[src/rtl/asip_run_pkg.sv]
// Shared types for the ASIP run/debug controller: FSM states, stop causes and their widths.
package asip_run_pkg;

  localparam int STATE_W = 3;
  localparam int CAUSE_W = 3;

  typedef enum logic [STATE_W-1:0] {
    S_IDLE  = 3'd0,
    S_RESET = 3'd1,
    S_RUN   = 3'd2,
    S_PAUSE = 3'd3,
    S_STEP  = 3'd4,
    S_DONE  = 3'd5
  } state_t;

  typedef enum logic [CAUSE_W-1:0] {
    CAUSE_NONE  = 3'd0,
    CAUSE_HALT  = 3'd1,
    CAUSE_LIMIT = 3'd2,
    CAUSE_BKPT  = 3'd3,
    CAUSE_USER  = 3'd4
  } stop_cause_t;

endpackage

[src/rtl/asip_bkpt_match.sv]
// Bank of PC breakpoint comparators; hit is high when any enabled comparator equals pc.
module asip_bkpt_match #(
  parameter int PC_W     = 32,
  parameter int NUM_BKPT = 2
) (
  input  logic [PC_W-1:0]          pc,
  input  logic [NUM_BKPT-1:0]      bkpt_en,
  input  logic [NUM_BKPT*PC_W-1:0] bkpt_addr,
  output logic                     hit
);

  always_comb begin
    hit = 1'b0;
    for (int i = 0; i < NUM_BKPT; i++) begin
      if (bkpt_en[i] && (pc == bkpt_addr[i*PC_W +: PC_W])) begin
        hit = 1'b1;
      end
    end
  end

endmodule

[src/rtl/asip_run_ctrl.sv]
// Run/debug controller: sequences core reset, gates the core clock enable for run/step,
// and stops on halt, cycle budget, PC breakpoint or user request, recording the cause.
module asip_run_ctrl
  import asip_run_pkg::*;
#(
  parameter int PC_W         = 32,
  parameter int CYCLE_W      = 32,
  parameter int NUM_BKPT     = 2,
  parameter int RESET_CYCLES = 4
) (
  input  logic                     clk,
  input  logic                     rst,
  input  logic                     start,
  input  logic                     step_mode,
  input  logic                     step_req,
  input  logic                     halt_req,
  input  logic                     core_halted,
  input  logic [PC_W-1:0]          pc,
  input  logic [NUM_BKPT-1:0]      bkpt_en,
  input  logic [NUM_BKPT*PC_W-1:0] bkpt_addr,
  input  logic [CYCLE_W-1:0]       cfg_max_cycles,
  output logic                     core_rst,
  output logic                     core_en,
  output logic [CYCLE_W-1:0]       cycle_cnt,
  output logic [STATE_W-1:0]       state_o,
  output logic [CAUSE_W-1:0]       stop_cause,
  output logic                     done
);

  localparam int                     RST_CNT_W = $clog2(RESET_CYCLES + 1);
  localparam logic [RST_CNT_W-1:0]   RST_LAST  = RST_CNT_W'(RESET_CYCLES - 1);
  localparam logic [CYCLE_W-1:0]     CNT_MAX   = '1;

  state_t                 state;
  stop_cause_t            cause;
  logic [RST_CNT_W-1:0]   rst_cnt;
  logic                   skip;
  logic                   bkpt_hit;
  logic                   limit_hit;
  logic                   bkpt_stop;

  asip_bkpt_match #(
    .PC_W     (PC_W),
    .NUM_BKPT (NUM_BKPT)
  ) u_bkpt_match (
    .pc        (pc),
    .bkpt_en   (bkpt_en),
    .bkpt_addr (bkpt_addr),
    .hit       (bkpt_hit)
  );

  // Only exact equality ends a run on budget; a budget lowered below the count never fires.
  assign limit_hit = (cfg_max_cycles != '0) && (cycle_cnt == cfg_max_cycles);
  assign bkpt_stop = bkpt_hit && !skip;

  always_comb begin
    core_en = 1'b0;
    case (state)
      S_RUN:   core_en = !(core_halted || limit_hit || bkpt_stop || halt_req);
      S_STEP:  core_en = !(core_halted || limit_hit);
      default: core_en = 1'b0;
    endcase
  end

  always_ff @(posedge clk) begin
    if (rst) begin
      state     <= S_IDLE;
      cause     <= CAUSE_NONE;
      core_rst  <= 1'b1;
      cycle_cnt <= '0;
      rst_cnt   <= '0;
      skip      <= 1'b0;
    end else begin
      if (core_en && (cycle_cnt != CNT_MAX)) begin
        cycle_cnt <= cycle_cnt + 1'b1;
      end

      case (state)
        S_IDLE, S_DONE: begin
          if (start) begin
            state     <= S_RESET;
            core_rst  <= 1'b1;
            rst_cnt   <= '0;
            cycle_cnt <= '0;
            cause     <= CAUSE_NONE;
            skip      <= 1'b0;
          end
        end

        S_RESET: begin
          if (rst_cnt == RST_LAST) begin
            state    <= step_mode ? S_PAUSE : S_RUN;
            core_rst <= 1'b0;
            rst_cnt  <= '0;
          end else begin
            rst_cnt <= rst_cnt + 1'b1;
          end
        end

        S_RUN: begin
          skip <= 1'b0;
          if (core_halted) begin
            state <= S_DONE;
            cause <= CAUSE_HALT;
          end else if (limit_hit) begin
            state <= S_DONE;
            cause <= CAUSE_LIMIT;
          end else if (bkpt_stop) begin
            state <= S_PAUSE;
            cause <= CAUSE_BKPT;
          end else if (halt_req) begin
            state <= S_PAUSE;
            cause <= CAUSE_USER;
          end
        end

        S_PAUSE: begin
          // A held halt_req pins the controller here even against start.
          if (!halt_req) begin
            if (start) begin
              state <= S_RUN;
              skip  <= 1'b1;
            end else if (step_req) begin
              state <= S_STEP;
            end
          end
        end

        S_STEP: begin
          if (core_halted) begin
            state <= S_DONE;
            cause <= CAUSE_HALT;
          end else if (limit_hit) begin
            state <= S_DONE;
            cause <= CAUSE_LIMIT;
          end else begin
            state <= S_PAUSE;
          end
        end

        default: begin
          state    <= S_IDLE;
          core_rst <= 1'b1;
        end
      endcase
    end
  end

  assign state_o    = state;
  assign stop_cause = cause;
  assign done       = (state == S_DONE);

endmodule
[config.mk]
export PLATFORM = sky130hd
export DESIGN_NAME = asip_run_ctrl
export DESIGN_NICKNAME = d
export VERILOG_FILES = /design/src/rtl/asip_run_pkg.sv /design/src/rtl/asip_bkpt_match.sv /design/src/rtl/asip_run_ctrl.sv
export SDC_FILE = /design/constraint.sdc
export NUM_CORES = 1
export LEC_CHECK = 0
export ABC_AREA = 1
export CAP_MARGIN = 15
export CORE_ASPECT_RATIO = 0.5
export CORE_UTILIZATION = 47
export DETAILED_ROUTE_END_ITERATION = 8
export PLACE_DENSITY = 0.87
export SLEW_MARGIN = 25
export SYNTH_ARGS = -nofsm -noshare
export SYNTH_HDL_FRONTEND = slang
export SYNTH_SLANG_ARGS = --single-unit
export TNS_END_PERCENT = 100
[constraint.sdc]
create_clock -name clk -period 3.4 [get_ports clk]
set_input_delay 0.68 -clock clk [delete_from_list [all_inputs] [get_ports clk]]
set_output_delay 0.68 -clock clk [all_outputs]
set_load 0.02 [all_outputs]
======== Word level (Yosys, flattened, before mapping) ========
Cells that the tools add are included.
word-level totals
  bits in registers ....................... 43
  input bits .............................. 137
  output and inout bits ................... 41
  word-level logic and storage cells ...... 84
operators by class
  $add $sub $neg .......................... 2
  equality and inequality tests ........... 17
  mux-type cells .......................... 35
  bitwise operators ....................... 1
  reduce and logical (&&, ||, !) cells .... 23
operator list
  kind                                           number
  == test 32 bit                                 3
  two-way mux 32 bit                             3
  two-way mux 3 bit                              19
  adder 32 x 1 -> 32 bit, second input constant  1
  != test 32 bit, second input constant          1
  nonzero test 32 bit                            1
  case mux 3 bit (5 select lines)                1
  == test 3 x 2 -> 1 bit, second input constant  3
  case mux 3 bit (3 select lines)                1
  != test 2 bit, second input constant           4
  AND reduction 4 bit                            2
  two-way mux 1 bit                              7
  == test 3 bit, second input constant           2
  != test 3 bit, second input constant           2
  case mux 1 bit (3 select lines)                2
  case mux 3 bit (2 select lines)                1
  nonzero test 3 bit                             2
  logical AND 1 bit                              5
  != test 5 bit, second input constant           1
  AND reduction 5 bit                            1
  adder 3 x 1 -> 3 bit, second input constant    1
  == test 3 x 1 -> 1 bit, second input constant  1
  logical NOT 1 bit                              3
  logical NOT 3 bit                              1
  8 further kinds                                10

======== Depth between registers and ports, before layout ========
  depth after elaboration ................. 13
  gate-level depth with buffers ........... 18
  mapped depth without buffers ............ 18

======== Modules after synthesis ========
A second synthesis with hierarchy kept.
second synthesis, totals
  cell total of the unflattened synthesis .. 839
  area total of the unflattened synthesis .. 4611.9 um^2
by module, submodules not included
  module           times used  cells an instance  area each (um^2)  sequential area each (um^2)
  asip_run_ctrl    1           571                3485.8            860.8
  asip_bkpt_match  1           268                1126.1            0.0

======== Least setup slack after synthesis ========
No wires, ideal clock.
  path type ............................... input to output
  start ................................... in cfg_max_cycles[6]
  end ..................................... out core_en
  arrival ................................. 1733 ps
  required time ........................... 2720 ps
  slack ................................... 987 ps
  cell stages on the path ................. 12
  buffers on the path ..................... 1
  path through ............................ nor2_1 -> nand2_1 -> nor2_1 -> nand2_1 -> nor2_1 -> nor2_1 -> nand3_2 -> nand2_2 -> nor2_4 -> nand3_4 -> nand2_4 -> buf_6
on the way
  cells in the longest elaborated chain, start to end .. 7
  elaborated cells on any way between the ends .. 9
  those cells by class .................... eq/ne (1); mux (1); reduce/logical (7)
RTL lines
  what                                                          line                                      source
  start: declaration                                            asip_run_ctrl.sv:21                       input logic [CYCLE_W-1:0] cfg_max_cycles,
  == test 32 bit / nonzero test 32 bit (equally long branches)  asip_run_ctrl.sv:53                       assign limit_hit = (cfg_max_cycles != '0) && (cycle_cnt == cfg_max_cycles);
  logical AND 1 bit (*)                                         asip_run_ctrl.sv:53
  logical OR 1 bit (*)                                          asip_run_ctrl.sv:59, asip_run_ctrl.sv:60
  logical OR 1 bit (2 in series)                                asip_run_ctrl.sv:59                       S_RUN: core_en = !(core_halted || limit_hit || bkpt_stop || halt_req);
  logical NOT 1 bit                                             asip_run_ctrl.sv:59
  case mux 1 bit (2 select lines) (*)                           asip_run_ctrl.sv:58                       case (state)
  end: declaration                                              asip_run_ctrl.sv:23                       output logic core_en,
Mark *: on every way between the ends. The rest lies on a longest branch, timed or not.

======== Worst setup path in the final report ========
  start ................................... in cfg_max_cycles[15]
  end ..................................... out core_en
Same word-level chain as after synthesis.

==> out/summary.json <==
{
  "number_of_nets_in_the_synthesized_netlist": {"value": 894},
  "clockPowerShare": {"value": 23.7, "unit": "%"},
  "worst-slew-pin-transition": {"value": 0.404, "unit": "ns"},
  "layout.cells.most_common_list": {"value": "235 x sky130_fd_sc_hd__nand2_1, 176 x sky130_fd_sc_hd__clkdlybuf4s50_1, 117 x sky130_fd_sc_hd__nor2_1"},
  "antenna_found_initial": {"value": 0},
  "antenna_cells_inserted": {"value": 0},
  "top_level_ports": {"value": 178},
  "synth_cell_types": {"value": 46},
  "cts-htree-levels": {"value": 2},
  "gr-max-usage-layer": {"value": "met2"},
  "vias": {"value": 5275},
  "p_seq_share": {"value": 29.4, "unit": "%"},
  "max_cap_viol_count": {"value": 0},
  "wire_length_per_cell": {"value": 13.2, "unit": "µm"},
  "post-cts-setup-buffers": {"value": 0},
  "number_of_buffers_added_on_ports": {"value": 177},
  "synth_warnings": {"value": 0},
  "postRouteWirelength": {"value": 14000, "unit": "µm"},
  "worst_ep_required_time": {"value": 2.72, "unit": "ns"},
  "drive_above_1_share": {"value": 4.78, "unit": "%"},
  "grt_pass1_wl": {"value": 21900, "unit": "µm"},
  "total_chip_power": {"value": 2.05, "unit": "mW"},
  "drt_pass_1_iters": {"value": 5},
  "initial_utilization": {"value": 50.5, "unit": "%"},
  "yosys.area_share.simple": {"value": 45.6, "unit": "%"},
  "place_congestion": {"value": 0.950},
  "critPathKind": {"value": "in2out"},
  "power_switching_share": {"value": 38.4, "unit": "%"},
  "worstSetupEndpointType": {"value": "output port"},
  "synth.top_cells.by_area": {"value": "sky130_fd_sc_hd__nand2_1 21%, sky130_fd_sc_hd__dfxtp_1 20%, sky130_fd_sc_hd__nor2_1 10%, sky130_fd_sc_hd__inv_1 10%, sky130_fd_sc_hd__xnor2_1 7.9%"},
  "synth.yosys.seq_area_share": {"value": 20.5, "unit": "%"},
  "critical-path-max-stage-delay": {"value": 0.46, "unit": "ns"},
  "setup_viol": {"value": 0},
  "internal_power": {"value": 1.26, "unit": "mW"},
  "detailed_place_hpwl": {"value": 11600, "unit": "µm"},
  "synth_seq_cells": {"value": 43},
  "layout_commonest_cell": {"value": "sky130_fd_sc_hd__nand2_1"},
  "max-clock-path-buffers": {"value": 2},
  "relSlewSlack": {"value": 72.8, "unit": "%"},
  "synth_cells": {"value": 755},
  "switching_power": {"value": 0.788, "unit": "mW"},
  "synth.mux.area_fraction": {"value": 0, "unit": "%"},
  "design.core.area": {"value": 8320, "unit": "µm²"},
  "place_area": {"value": 6150, "unit": "µm²"},
  "fin_worst_hold_slack": {"value": 0.446, "unit": "ns"},
  "synthesis.area": {"value": 4200, "unit": "µm²"},
  "die_height": {"value": 68.9, "unit": "µm"},
  "drtAntennaViolNets": {"value": 0},
  "clkSlewWorstSetupHoldPaths": {"value": 0.06, "unit": "ns"},
  "cp_slowest_cell": {"value": "sky130_fd_sc_hd__clkdlybuf4s50_1"},
  "tritoncts": {"value": "yes"},
  "synth_xor_area_share": {"value": 10.6, "unit": "%"},
  "synthFlopType": {"value": "sky130_fd_sc_hd__dfxtp_1"},
  "design.final.nets": {"value": 1081},
  "avgViaCountPerCell": {"value": 5.00},
  "clk_root_buffer_cell": {"value": "sky130_fd_sc_hd__clkbuf_16"},
  "use_met1": {"value": 35.8, "unit": "%"},
  "stdcell_area": {"value": 6290, "unit": "µm²"},
  "grt-ovfl-total": {"value": 0},
  "die_width": {"value": 136, "unit": "µm"},
  "final.setup_skew": {"value": 0.00597, "unit": "ns"},
  "power.leakage": {"value": 2.70, "unit": "nW"},
  "timing_max_transition_violations_final": {"value": 0},
  "period_needed": {"value": 3.20, "unit": "ns"},
  "drcViolationCount": {"value": 0},
  "vias_in_the_first_global_route": {"value": 4770},
  "met3_usage": {"value": 4.75, "unit": "%"},
  "synth-edff-count": {"value": 0},
  "post-route-period-util": {"value": 94.2, "unit": "%"},
  "hold_class": {"value": "reg2reg"},
  "finalHoldViolCount": {"value": 0},
  "postSynth.asyncResetShare": {"value": 0, "unit": "%"},
  "worstPathCellList": {"value": "clkdlybuf4s50_1 > xnor2_1 > nand2_1 > nor2_1 > nand2_1 > nor2_1 > nand3_2 > nand2_2 > nor2_4 > nand3_4 > nand2_4 > dlygate4sd2_1"},
  "filler_cell_count": {"value": 704},
  "global_route.usage.total": {"value": 29.5, "unit": "%"},
  "tritoncts.num_buffers": {"value": 5},
  "area_growth_syn_to_layout": {"value": 49.8, "unit": "%"},
  "status": {"value": "completed"},
  "avgSynthCellArea": {"value": 5.56, "unit": "µm²"},
  "grt_start_max_net_pins": {"value": 26},
  "pwr_density_cell": {"value": 326, "unit": "nW/µm²"},
  "clock_insertion_delay_worst_skew": {"value": 0.28, "unit": "ns"},
  "yosys.area.top_type": {"value": "sky130_fd_sc_hd__nand2_1"},
  "netlist.area_leader.share": {"value": 21.1, "unit": "%"},
  "final_core_util": {"value": 75.7, "unit": "%"},
  "critPathMaxFanout": {"value": 4},
  "synth_top_family_by_area": {"value": "simple AND/OR/NAND/NOR gates"},
  "rsz_0062_raised_after_global_routing": {"value": "no"},
  "placement_rows": {"value": 23},
  "met2_usage": {"value": 55.0, "unit": "%"},
  "timing.fmax": {"value": 312, "unit": "MHz"},
  "number_of_drc_markers_in_iteration_0": {"value": 267},
  "power_frac_comb": {"value": 46.9, "unit": "%"},
  "startpoint_type": {"value": "primary input"},
  "power.ir.vdd_worst": {"value": 0.257, "unit": "mV"},
  "critPathArrivalTime": {"value": 2.52, "unit": "ns"},
  "synth-compound-area-share": {"value": 9.83, "unit": "%"},
  "floorplan.die_area": {"value": 9340, "unit": "µm²"},
  "fraction_of_the_mapped_netlist_area_in_adder_cells": {"value": 0.596, "unit": "%"},
  "clkSinkCount": {"value": 43}
}
## sequential cells by signal, summed over array words and instances, names as in the netlist
| signal | count |
|---|---|
| core_rst | 1 |
| skip | 1 |
| stop_cause | 3 |
| state_o | 3 |
| rst_cnt | 3 |
| cycle_cnt | 32 |
## through the flow
step / worst slack [ns] / TNS [ns] / instances
2_1_floorplan: 0.987 / 0 / 755
3_3_place_gp: -0.0394 / -0.0394 / 1047
3_5_place_dp: -0.0434 / -0.0434 / 1047
4_1_cts: 0.177 / 0 / 1054
5_1_grt: 0.0528 / 0 / 1054
6_report: 0.197 / 0 / 1054
## final cells by class
class                           count  area (µm²)  area share, %
Tap cell                          112         140           2.23
Sequential cell                    43         861           13.7
Clock buffer                        6         139           2.21
Multi-Input combinational cell    577        2800           44.5
Clock inverter                      1        5.00         0.0795
Inverter                          123         462           7.34
Timing Repair Buffer              192        1880           29.9
## logic make-up after synthesis
logic type | Yosys count
xor gates and xnor gates | 51
and+or+nand+nor | 452
DFF | 43
adders and majority gates | 2
buffers and inverters | 135
AOI/OAI and AO/OA | 72
## per-layer routing
layer,part of all wire (%),vias up,wire length (µm)
met5,0,-,0
met4,1.5,0,204
met3,8.6,18,1200
met2,47,219,6550
met1,43,2303,6000
li1,-,2735,-
## worst paths after layout
check	end	cells past startpoint	from	slack (ns)
hold / removal	rst_cnt[2]	2	rst_cnt[2]	0.45
hold reg to reg	rst_cnt[2]	2	rst_cnt[2]	0.45
setup / recovery	core_en	12	cfg_max_cycles[15]	0.20
setup reg to reg	cycle_cnt[14]	11	cycle_cnt[19]	1.05
## cell usage after synthesis, types with 2 or more instances
cell type	instances
sky130_fd_sc_hd__nand2_1	236
sky130_fd_sc_hd__nor2_1	117
sky130_fd_sc_hd__inv_1	116
sky130_fd_sc_hd__dfxtp_1	43
sky130_fd_sc_hd__xnor2_1	38
sky130_fd_sc_hd__nand3_1	34
sky130_fd_sc_hd__a21oi_1	28
sky130_fd_sc_hd__o21ai_0	25
sky130_fd_sc_hd__nand4_1	23
sky130_fd_sc_hd__nor3_1	22
sky130_fd_sc_hd__xor2_1	13
sky130_fd_sc_hd__inv_2	6
sky130_fd_sc_hd__buf_2	5
sky130_fd_sc_hd__nor4_1	4
sky130_fd_sc_hd__or2_2	4
sky130_fd_sc_hd__buf_6	3
sky130_fd_sc_hd__o21ai_1	3
sky130_fd_sc_hd__o22ai_1	3
sky130_fd_sc_hd__a22oi_1	2
sky130_fd_sc_hd__clkbuf_1	2
sky130_fd_sc_hd__ha_1	2
sky130_fd_sc_hd__nand2_4	2
## power by group through the flow
stage / Combinational [mW] / Clock (mW) / Sequential (mW)
finish: 0.961 / 0.485 / 0.603
global placement: 0.943 / 0 / 0.613
floorplan: 0.531 / 0 / 0.646
detailed placement: 0.950 / 0 / 0.614
CTS: 0.952 / 0.489 / 0.604
global route: 1.05 / 0.504 / 0.612
## worst max-delay path, delay by kind of cell
family	cells	cell delay [ns]
buffers and inverters	2	0.78
xor gates and xnor gates	1	0.22
and+or+nand+nor	9	0.85
## timing repair
item | 4_1_cts | 5_1_grt
gates resized for setup | 1 | 1
cloned | 0 | 0
hold buffers | 0 | 0
setup endpoints to repair | 1 | 1
Power figures use the tool's default switching activity.
